===== src/rtl/spi_pkg.sv =====
// Shared types and helpers for the SPI master: mode encoding, FSM states and
// CPOL/CPHA extraction.
package spi_pkg;

  // {CPOL, CPHA}
  typedef enum logic [1:0] {
    MODE_POL_PHS_00 = 2'b00,
    MODE_POL_PHS_01 = 2'b01,
    MODE_POL_PHS_10 = 2'b10,
    MODE_POL_PHS_11 = 2'b11
  } spi_mode_e;

  typedef enum logic [2:0] {
    StIdle,
    StPrep,
    StLead,
    StXfer,
    StTrail
  } spi_state_e;

  function automatic logic cpol(input spi_mode_e mode);
    return mode[1];
  endfunction

  function automatic logic cpha(input spi_mode_e mode);
    return mode[0];
  endfunction

endpackage


===== src/rtl/spi_sclk_gen.sv =====
// SCLK timing engine: half-bit counter, SCLK edge counter and the SCLK register.
// Produces a half-bit tick for the lead/trail phases and leading/trailing edge
// strobes plus a done flag for the transfer phase.
module spi_sclk_gen #(
  parameter int unsigned WORD_LENGTH      = 8,
  parameter int unsigned CLK_PER_HALF_BIT = 2
) (
  input  logic clk,
  input  logic rst_n,
  input  logic run,        // half-bit counter active (lead, transfer, trail)
  input  logic toggle_en,  // transfer phase: SCLK edges are generated
  input  logic load,       // force SCLK to its idle level
  input  logic load_val,
  output logic sclk,
  output logic half_tick,  // last clk cycle of a half-bit period
  output logic lead_edge,  // this clk edge produces an odd-numbered SCLK edge
  output logic trail_edge, // this clk edge produces an even-numbered SCLK edge
  output logic done        // this clk edge produces the final SCLK edge
);

  localparam int unsigned HalfW = (CLK_PER_HALF_BIT > 1) ? $clog2(CLK_PER_HALF_BIT) : 1;
  localparam int unsigned EdgeW = $clog2(2 * WORD_LENGTH + 1);
  localparam logic [HalfW-1:0] HalfMax  = HalfW'(CLK_PER_HALF_BIT - 1);
  localparam logic [EdgeW-1:0] EdgeLast = EdgeW'(2 * WORD_LENGTH - 1);

  logic [HalfW-1:0] half_cnt_q;
  logic [EdgeW-1:0] edge_cnt_q;
  logic             sclk_q;
  logic             xfer_tick;

  assign half_tick  = run && (half_cnt_q == HalfMax);
  assign xfer_tick  = half_tick && toggle_en;
  assign lead_edge  = xfer_tick && !edge_cnt_q[0];
  assign trail_edge = xfer_tick && edge_cnt_q[0];
  assign done       = trail_edge && (edge_cnt_q == EdgeLast);
  assign sclk       = sclk_q;

  // Half-bit counter: wraps every H cycles while running, parked at 0 otherwise.
  always_ff @(posedge clk or negedge rst_n) begin
    if (!rst_n) begin
      half_cnt_q <= '0;
    end else if (!run || half_tick) begin
      half_cnt_q <= '0;
    end else begin
      half_cnt_q <= half_cnt_q + 1'b1;
    end
  end

  // SCLK edge counter: counts edges within a transfer, wraps to 0 on the last one.
  always_ff @(posedge clk or negedge rst_n) begin
    if (!rst_n) begin
      edge_cnt_q <= '0;
    end else if (!toggle_en) begin
      edge_cnt_q <= '0;
    end else if (xfer_tick) begin
      edge_cnt_q <= done ? '0 : edge_cnt_q + 1'b1;
    end
  end

  // SCLK register: loaded with CPOL at acceptance, toggled on every edge tick.
  always_ff @(posedge clk or negedge rst_n) begin
    if (!rst_n) begin
      sclk_q <= 1'b0;
    end else if (load) begin
      sclk_q <= load_val;
    end else if (xfer_tick) begin
      sclk_q <= ~sclk_q;
    end
  end

endmodule


===== src/rtl/spi_master_cfg.sv =====
// Full-duplex single-word SPI master with per-transfer CPOL/CPHA, one-hot
// active-low slave selects and a ready/busy handshake.
// Optional build macro SPI_LSB_FIRST_EN adds the lsb_first input (LSB-first
// shifting in both directions); without it every transfer is MSB first.
module spi_master_cfg #(
  parameter int unsigned WORD_LENGTH      = 8,
  parameter int unsigned CLK_PER_HALF_BIT = 2,
  parameter int unsigned NUM_SS           = 4,
  localparam int unsigned SsW             = (NUM_SS > 1) ? $clog2(NUM_SS) : 1
) (
  input  logic                   clk,
  input  logic                   rst_n,
  input  logic                   data_valid,
  input  logic [WORD_LENGTH-1:0] WDATA,
  input  logic [1:0]             spi_mode,
  input  logic [SsW-1:0]         ss_sel,
`ifdef SPI_LSB_FIRST_EN
  input  logic                   lsb_first,
`endif
  output logic [WORD_LENGTH-1:0] RDATA,
  output logic                   rdata_valid,
  output logic                   SPI_status_RDY_BSYbar,
  output logic                   SCLK,
  output logic                   MOSI,
  input  logic                   MISO,
  output logic [NUM_SS-1:0]      SSbar
);

  import spi_pkg::*;

  spi_state_e            state_q;
  spi_mode_e             mode_q;
  logic [SsW-1:0]        ss_q;
  logic [WORD_LENGTH-1:0] shreg_q;
  logic [WORD_LENGTH-1:0] rdata_q;
  logic                  rvalid_q;
  logic                  ready_q;
  logic                  mosi_q;
  logic [NUM_SS-1:0]     ssbar_q;

  logic                  accept;
  logic                  half_tick, lead_edge, trail_edge, done;
  logic                  sample, drive;
  logic                  lsb_mode;
  logic                  tx_bit;
  logic [WORD_LENGTH-1:0] shifted;
  logic [NUM_SS-1:0]     ss_dec;

  assign accept = (state_q == StIdle) && data_valid;

`ifdef SPI_LSB_FIRST_EN
  logic lsb_mode_q;

  // Bit order is captured with the rest of the transfer configuration.
  always_ff @(posedge clk or negedge rst_n) begin
    if (!rst_n) begin
      lsb_mode_q <= 1'b0;
    end else if (accept) begin
      lsb_mode_q <= lsb_first;
    end
  end

  assign lsb_mode = lsb_mode_q;
`else
  assign lsb_mode = 1'b0;
`endif

  spi_sclk_gen #(
    .WORD_LENGTH     (WORD_LENGTH),
    .CLK_PER_HALF_BIT(CLK_PER_HALF_BIT)
  ) u_sclk_gen (
    .clk       (clk),
    .rst_n     (rst_n),
    .run       ((state_q == StLead) || (state_q == StXfer) || (state_q == StTrail)),
    .toggle_en (state_q == StXfer),
    .load      (accept),
    .load_val  (spi_mode[1]),
    .sclk      (SCLK),
    .half_tick (half_tick),
    .lead_edge (lead_edge),
    .trail_edge(trail_edge),
    .done      (done)
  );

  // Data path selection: which edge samples, which drives, and the bit order.
  always_comb begin
    sample = cpha(mode_q) ? trail_edge : lead_edge;
    // With CPHA=0 the final trailing edge ends the word without a new MOSI bit.
    drive  = cpha(mode_q) ? lead_edge : (trail_edge && !done);
    if (lsb_mode) begin
      tx_bit  = shreg_q[0];
      shifted = {MISO, shreg_q[WORD_LENGTH-1:1]};
    end else begin
      tx_bit  = shreg_q[WORD_LENGTH-1];
      shifted = {shreg_q[WORD_LENGTH-2:0], MISO};
    end
  end

  // Slave-select decode; an out-of-range index leaves every select inactive.
  always_comb begin
    ss_dec = '1;
    for (int unsigned i = 0; i < NUM_SS; i++) begin
      if (32'(ss_q) == i) begin
        ss_dec[i] = 1'b0;
      end
    end
  end

  // Transfer FSM with shift register and registered outputs.
  always_ff @(posedge clk or negedge rst_n) begin
    if (!rst_n) begin
      state_q  <= StIdle;
      mode_q   <= MODE_POL_PHS_00;
      ss_q     <= '0;
      shreg_q  <= '0;
      rdata_q  <= '0;
      rvalid_q <= 1'b0;
      ready_q  <= 1'b1;
      mosi_q   <= 1'b0;
      ssbar_q  <= '1;
    end else begin
      rvalid_q <= 1'b0;
      unique case (state_q)
        StIdle: begin
          if (data_valid) begin
            mode_q  <= spi_mode_e'(spi_mode);
            ss_q    <= ss_sel;
            shreg_q <= WDATA;
            ready_q <= 1'b0;
            state_q <= StPrep;
          end
        end
        StPrep: begin
          if (!cpha(mode_q)) begin
            mosi_q <= tx_bit;
          end
          ssbar_q <= ss_dec;
          state_q <= StLead;
        end
        StLead: begin
          if (half_tick) begin
            state_q <= StXfer;
          end
        end
        StXfer: begin
          if (sample) begin
            shreg_q <= shifted;
          end
          if (drive) begin
            mosi_q <= tx_bit;
          end
          if (done) begin
            state_q <= StTrail;
          end
        end
        StTrail: begin
          if (half_tick) begin
            ssbar_q  <= '1;
            rdata_q  <= shreg_q;
            rvalid_q <= 1'b1;
            ready_q  <= 1'b1;
            state_q  <= StIdle;
          end
        end
        default: state_q <= StIdle;
      endcase
    end
  end

  assign RDATA                 = rdata_q;
  assign rdata_valid           = rvalid_q;
  assign SPI_status_RDY_BSYbar = ready_q;
  assign MOSI                  = mosi_q;
  assign SSbar                 = ssbar_q;

endmodule

===== config.mk =====
export PLATFORM = sky130hd
export DESIGN_NAME = spi_master_cfg
export DESIGN_NICKNAME = d
export VERILOG_FILES = /design/src/rtl/spi_pkg.sv /design/src/rtl/spi_sclk_gen.sv /design/src/rtl/spi_master_cfg.sv
export SDC_FILE = /design/constraint.sdc
export NUM_CORES = 1
export LEC_CHECK = 0
export CORE_MARGIN = 3
export CORE_UTILIZATION = 50
export DETAILED_ROUTE_END_ITERATION = 8
export PLACE_DENSITY = 0.78
export SLEW_MARGIN = 20
export SYNTH_ARGS = -nofsm -noshare
export SYNTH_HDL_FRONTEND = slang
export SYNTH_HIERARCHICAL = 1
export SYNTH_SLANG_ARGS = --single-unit

===== constraint.sdc =====
create_clock -name clk -period 3.1 [get_ports clk]
set_input_delay 0.62 -clock clk [delete_from_list [all_inputs] [get_ports clk]]
set_output_delay 0.62 -clock clk [all_outputs]
set_load 0.01 [all_outputs]

==> results of run 1 <==
-- cells in the final DEF (no fill, tap or decap), types with 3 or more instances in the layout --
cell type	synthesis	routed
dfrtp_1	31	31
nor2_1	4	4
dfstp_2	5	5
inv_1	6	6
nand2b_1	3	3
clkbuf_4	0	5
nand3b_1	5	5
nand3_1	6	6
o21ai_0	4	4
clkdlybuf4s50_1	0	31
nand2_1	15	15
mux2_2	29	29
-- per-stage QoR --
stage	util (%)	instances	power [mW]
final	66.94	223	1.573
after global routing	66.94	223	1.687
after CTS	66.94	223	1.597
after detailed placement	64.96	215	1.334
after global placement	64.96	215	1.311
after floorplan	-	142	1.108
-- cell families after synthesis --
group                      count (synthesis)  synth area share (%)
and+or+nand+nor                           48                 15.44
DFF                                       36                 53.55
muxes                                     31                 20.46
AOI/OAI and AO/OA                         13                 5.392
buffers and inverters                     10                 2.880
xor gates and xnor gates                   3                 1.551
adders and majority gates                  1                0.7384
-- state kept, by name (all words and copies together), names as in the netlist --
name                   count
SSbar                      4
u_sclk_gen/half_cnt_q      1
mode_q                     1
ss_q                       2
SPI_status_RDY_BSYbar      1
MOSI                       1
u_sclk_gen/sclk            1
shreg_q                    8
u_sclk_gen/edge_cnt_q      5
state_q                    3
RDATA                      8
rdata_valid                1
-- area by class of cell --
class                           count  area [um2]  share of cell area [%]
Clock buffer                        7       55.05                   2.608
Inverter                            6       22.52                   1.067
Sequential cell                    36       907.1                   42.98
Tap cell                           44       55.05                   2.608
Clock inverter                      1       7.507                  0.3557
Timing Repair Buffer               33       325.3                   15.41
Multi-Input combinational cell     96       738.2                   34.97
-- per-layer routing --
| metal | wire [um] | vias up | GRT usage, % | share of wire (%) |
|---|---|---|---|---|
| met5 | 0 | - | 0 | 0 |
| met4 | 0 | 0 | 4.749 | 0 |
| met3 | 159 | 0 | 4.921 | 5.1 |
| met2 | 1573 | 43 | 29.16 | 50 |
| met1 | 1399 | 592 | 20.55 | 45 |
| li1 | - | 572 | - | - |
-- power breakdown --
group          switching, mW  internal, mW
Combinational          0.229         0.359
Clock                  0.145         0.111
Sequential             0.110         0.618
Total                  0.484          1.09
-- critical path, cell delays in order (launching register included) --
cell	delay [ns]
dfrtp_1	0.49
or3b_1	0.48
o21ai_0	0.25
nand2_2	0.17
inv_1	0.18
and3_1	0.20
mux2i_1	0.12
o21ai_4	0.29
mux2_2	0.37
-- how the worst min path moves through the flow --
stage / end / cells past startpoint
4_1_cts: SPI_status_RDY_BSYbar / 1
3_5_place_dp: RDATA[6] / 1
5_1_grt: RDATA[7] / 1
2_1_floorplan: MOSI / 0
3_3_place_gp: RDATA[6] / 1
6_report: RDATA[6] / 1
==> flow_summary.json, run 1 <==
{
  "crit_path_start_kind": "register",
  "netlist.area_leader.share_pct": 45.79,
  "syn-cell-area_um2": 1694,
  "grt_pass1_wl_mm": 5.499,
  "fin_tns_setup_ns": 0,
  "cp_max_fo": 10,
  "post_cts_buffers": 0,
  "die-area_um2": 4123,
  "timing.fmax_mhz": 376.3,
  "final_area_um2": 2111,
  "synth.distinct_cells": 35,
  "rr_startpoint": "state_q[1]",
  "outcome": "complete, no violations",
  "crit_end": "shreg_q[3]",
  "grt_max_degree": 37,
  "synth_cells": 142,
  "dpl_cell_area_um2": 2048,
  "antenna_found_initial": 0,
  "yosys_warnings": 6,
  "slew_headroom_pct": 65.73,
  "setup_ws_ns": 0.4429,
  "synth_area_leaders": "dfrtp_1, mux2_2, dfstp_2",
  "nets": 195,
  "first_pass_iters": 4,
  "hold_viol": 0,
  "fin_crit_sh_pct": 85.71,
  "coreArea_um2": 3153,
  "r2r_cells": 8,
  "drive_gt1_share_pct": 26.26,
  "min_from": "RDATA[6]",
  "clk_pin_slew_worst_paths_ns": 0.11,
  "root_buffer": "clkbuf_4",
  "htreeDepth": 2,
  "dp_hpwl_mm": 2.332,
  "grt_use_total_pct": 16.92,
  "setup_viol": 0,
  "synthArstFlopShare_pct": 100.0,
  "powerDensity_nw_per_um2": 745.1,
  "period_needed_ns": 2.657,
  "end_kind": "register",
  "clkLatencyLatePin_ns": 0.32,
  "ant_nets": 0,
  "synth-edff-count": 0,
  "reg2reg_slack_ns": 0.44,
  "avgSynthCellArea_um2": 11.93,
  "synth.most_common_cell": "dfrtp_1",
  "die_y_um": 64.21,
  "diodes": 0,
  "cp.arrival_ns": 2.88,
  "worst_pin_slew_ns": 0.5087,
  "start_util_pct": 53.73,
  "worst-setup-path-type": "reg2reg",
  "grt_overflow": 0,
  "hp-class": "reg2reg",
  "dr.first_iter.drc_count": 40,
  "cts_buffer_depth": 2,
  "nFillCells": 276,
  "dr_total_vias": 1207,
  "drt_wl_total_mm": 3.132,
  "io_buffer_count": 31,
  "leakage_nw": 0.8889,
  "hold_slack_ns": 0.5157,
  "rsz0062_at_grt": "false",
  "grt_pass1_vias": 1250,
  "io_pins": 32,
  "synth_nets": 159,
  "gp_congestion": 0.8712,
  "fin_skew_ns": 0.007408,
  "synthTopCellsByCount": "dfrtp_1, mux2_2, nand2_1",
  "wire_per_inst_um": 14.04,
  "synth_top_area_cell": "dfrtp_1",
  "yosys_most_used_dff": "dfrtp_1",
  "cts_resized": 0,
  "num_rows": 20,
  "ys_ff_latch": 36,
  "drv_cap": 0,
  "cts_tree": "done",
  "clock-sinks": 36,
  "dp_slack_ns": 0.4419,
  "die_width_um": 64.21,
  "ys_seq_area_share_pct": 53.55,
  "worstPathRequired_ns": 3.32,
  "area_growth_pct": 24.59,
  "numCtsBuffers": 5,
  "drv_slew": 0,
  "holdBufCountCts": 0,
  "drc": 0,
  "viasPerCell": 5.413,
  "ir_worst_vdd_mv": 0.4596,
  "cp-startpoint": "state_q[1]",
  "r2r-end": "shreg_q[3]"
}
No activity file was read; power rests on OpenSTA's default activity.
==> run 2: changes to the inputs <==
--- a/config.mk
+++ b/config.mk
@@ -5,10 +5,11 @@
 export SDC_FILE = /design/constraint.sdc
 export NUM_CORES = 1
 export LEC_CHECK = 0
+export CORE_ASPECT_RATIO = 1.4
 export CORE_MARGIN = 3
-export CORE_UTILIZATION = 50
+export CORE_UTILIZATION = 51
 export DETAILED_ROUTE_END_ITERATION = 8
-export PLACE_DENSITY = 0.78
+export PLACE_DENSITY = 0.79
 export SLEW_MARGIN = 20
 export SYNTH_ARGS = -nofsm -noshare
 export SYNTH_HDL_FRONTEND = slang
==> run 2 against run 1 <==
Critical path depth decreased by 1. Critical path type unchanged. Highest routed layer is now met4. Combinational power increased by 1%. Die area decreased by 1.5%. Largest cell class unchanged.
==> flow_summary.json, run 2 (synthesized netlist as in run 1, its figures left out) <==
{
  "final_area_um2": 2153,
  "slew_headroom_pct": 57.34,
  "cts_buffer_depth": 2,
  "viasPerCell": 5.468,
  "start_util_pct": 53.73,
  "drc": 0,
  "clkLatencyLatePin_ns": 0.29,
  "coreArea_um2": 3153,
  "dr.first_iter.drc_count": 43,
  "die-area_um2": 4059,
  "route.met2.wl_mm": 1.797,
  "antenna_found_initial": 0,
  "htreeDepth": 2,
  "grt_max_degree": 37,
  "dp_hpwl_mm": 2.466,
  "ir_worst_vdd_mv": 0.6257,
  "rsz0062_at_grt": "false",
  "area_growth_pct": 27.11,
  "worstPathRequired_ns": 3.28,
  "rr_startpoint": "state_q[1]",
  "worst_pin_slew_ns": 0.6341,
  "io_pins": 32,
  "fin_skew_ns": 0.005249,
  "timing.fmax_mhz": 356.3,
  "clk_pin_slew_worst_paths_ns": 0.07,
  "dr_wl_met3_um": 163,
  "clock-sinks": 36,
  "diodes": 0,
  "cp.arrival_ns": 2.99,
  "min_from": "RDATA[6]",
  "drv_cap": 0,
  "hp-class": "reg2reg",
  "holdBufCountCts": 0,
  "hold_viol": 0,
  "cp_max_fo": 10,
  "dpl_cell_area_um2": 2042,
  "outcome": "complete, no violations",
  "layout_common_cells": "dfrtp_1, clkdlybuf4s50_1, mux2_2",
  "first_pass_iters": 4,
  "numCtsBuffers": 5,
  "drv_slew": 0,
  "grt_pass1_vias": 1204,
  "leakage_nw": 0.9115,
  "setup_viol": 0,
  "gp_congestion": 0.8890,
  "cp-startpoint": "state_q[1]",
  "die_y_um": 74.20,
  "crit_path_start_kind": "register",
  "dp_slack_ns": 0.4108,
  "wire_per_inst_um": 15.34,
  "grt_use_total_pct": 19.76,
  "io_buffer_count": 31,
  "total_power_mw": 1.741,
  "grt_overflow": 0,
  "nFillCells": 243,
  "num_rows": 24,
  "worst-setup-path-type": "reg2reg",
  "post_cts_buffers": 0,
  "met1_length_mm": 1.329,
  "drive_gt1_share_pct": 26.82,
  "ant_nets": 0,
  "dr_total_vias": 1192,
  "setup_ws_ns": 0.2930,
  "period_needed_ns": 2.807,
  "cts_tree": "done",
  "powerDensity_nw_per_um2": 808.4,
  "fin_tns_setup_ns": 0,
  "die_width_um": 54.71,
  "fin_crit_sh_pct": 90.55,
  "root_buffer": "clkbuf_8",
  "hold_slack_ns": 0.5099,
  "drt_wl_total_mm": 3.344,
  "grt_pass1_wl_mm": 5.644,
  "end_kind": "register",
  "highest-signal-layer": "met4",
  "nets": 195,
  "cts_resized": 0
}
-- run 2: per-stage QoR --
step,std cells,util (%)
floorplan,142,-
global placement,210,64.76
detailed placement,210,64.76
CTS,218,68.29
global route,218,68.29
finish,218,68.29
-- run 2: path summary, 6_finish.rpt --
| path | endpoint | slack [ns] | depth (start not counted) |
|---|---|---|---|
| setup reg to reg | MOSI | 0.29 | 7 |
| hold / removal | RDATA[6] | 0.51 | 1 |
| setup / recovery | MOSI | 0.29 | 7 |
| max in group asynchronous | SSbar[0] | 2.03 | 2 |
| min in group asynchronous | u_sclk_gen/edge_cnt_q[0] | 0.73 | 2 |
| hold reg to reg | RDATA[6] | 0.51 | 1 |
-- run 2: final cells by class --
type	count	area, um2	share of cell area [%]
sequential	36	907.1	42.13
multi-input combinational	96	738.2	34.28
timing repair buffer	33	325.3	15.11
clock buffer	5	68.82	3.196
tap	39	48.80	2.266
clock inverter	3	42.54	1.976
inverter	6	22.52	1.046
-- run 2: where the power goes --
part	switching, mW	internal (mW)
Sequential	0.116	0.619
Combinational	0.237	0.359
Clock	0.171	0.238
-- run 2: layer usage --
| metal | global-route usage [%] | vias up |
|---|---|---|
| li1 | - | 570 |
| met1 | 23.07 | 590 |
| met2 | 32.24 | 26 |
| met3 | 6.814 | 6 |
| met4 | 8.310 | 0 |
| met5 | 0 | - |
-- run 2: critical path, stage by stage, from the launching register on --
cell and delay, ns:
dfrtp_1 0.48, or3b_1 0.48, o21ai_0 0.25, nand3_1 0.25, nor4_1 0.63, nand2b_1 0.21
a221oi_1 0.10, mux2_2 0.28
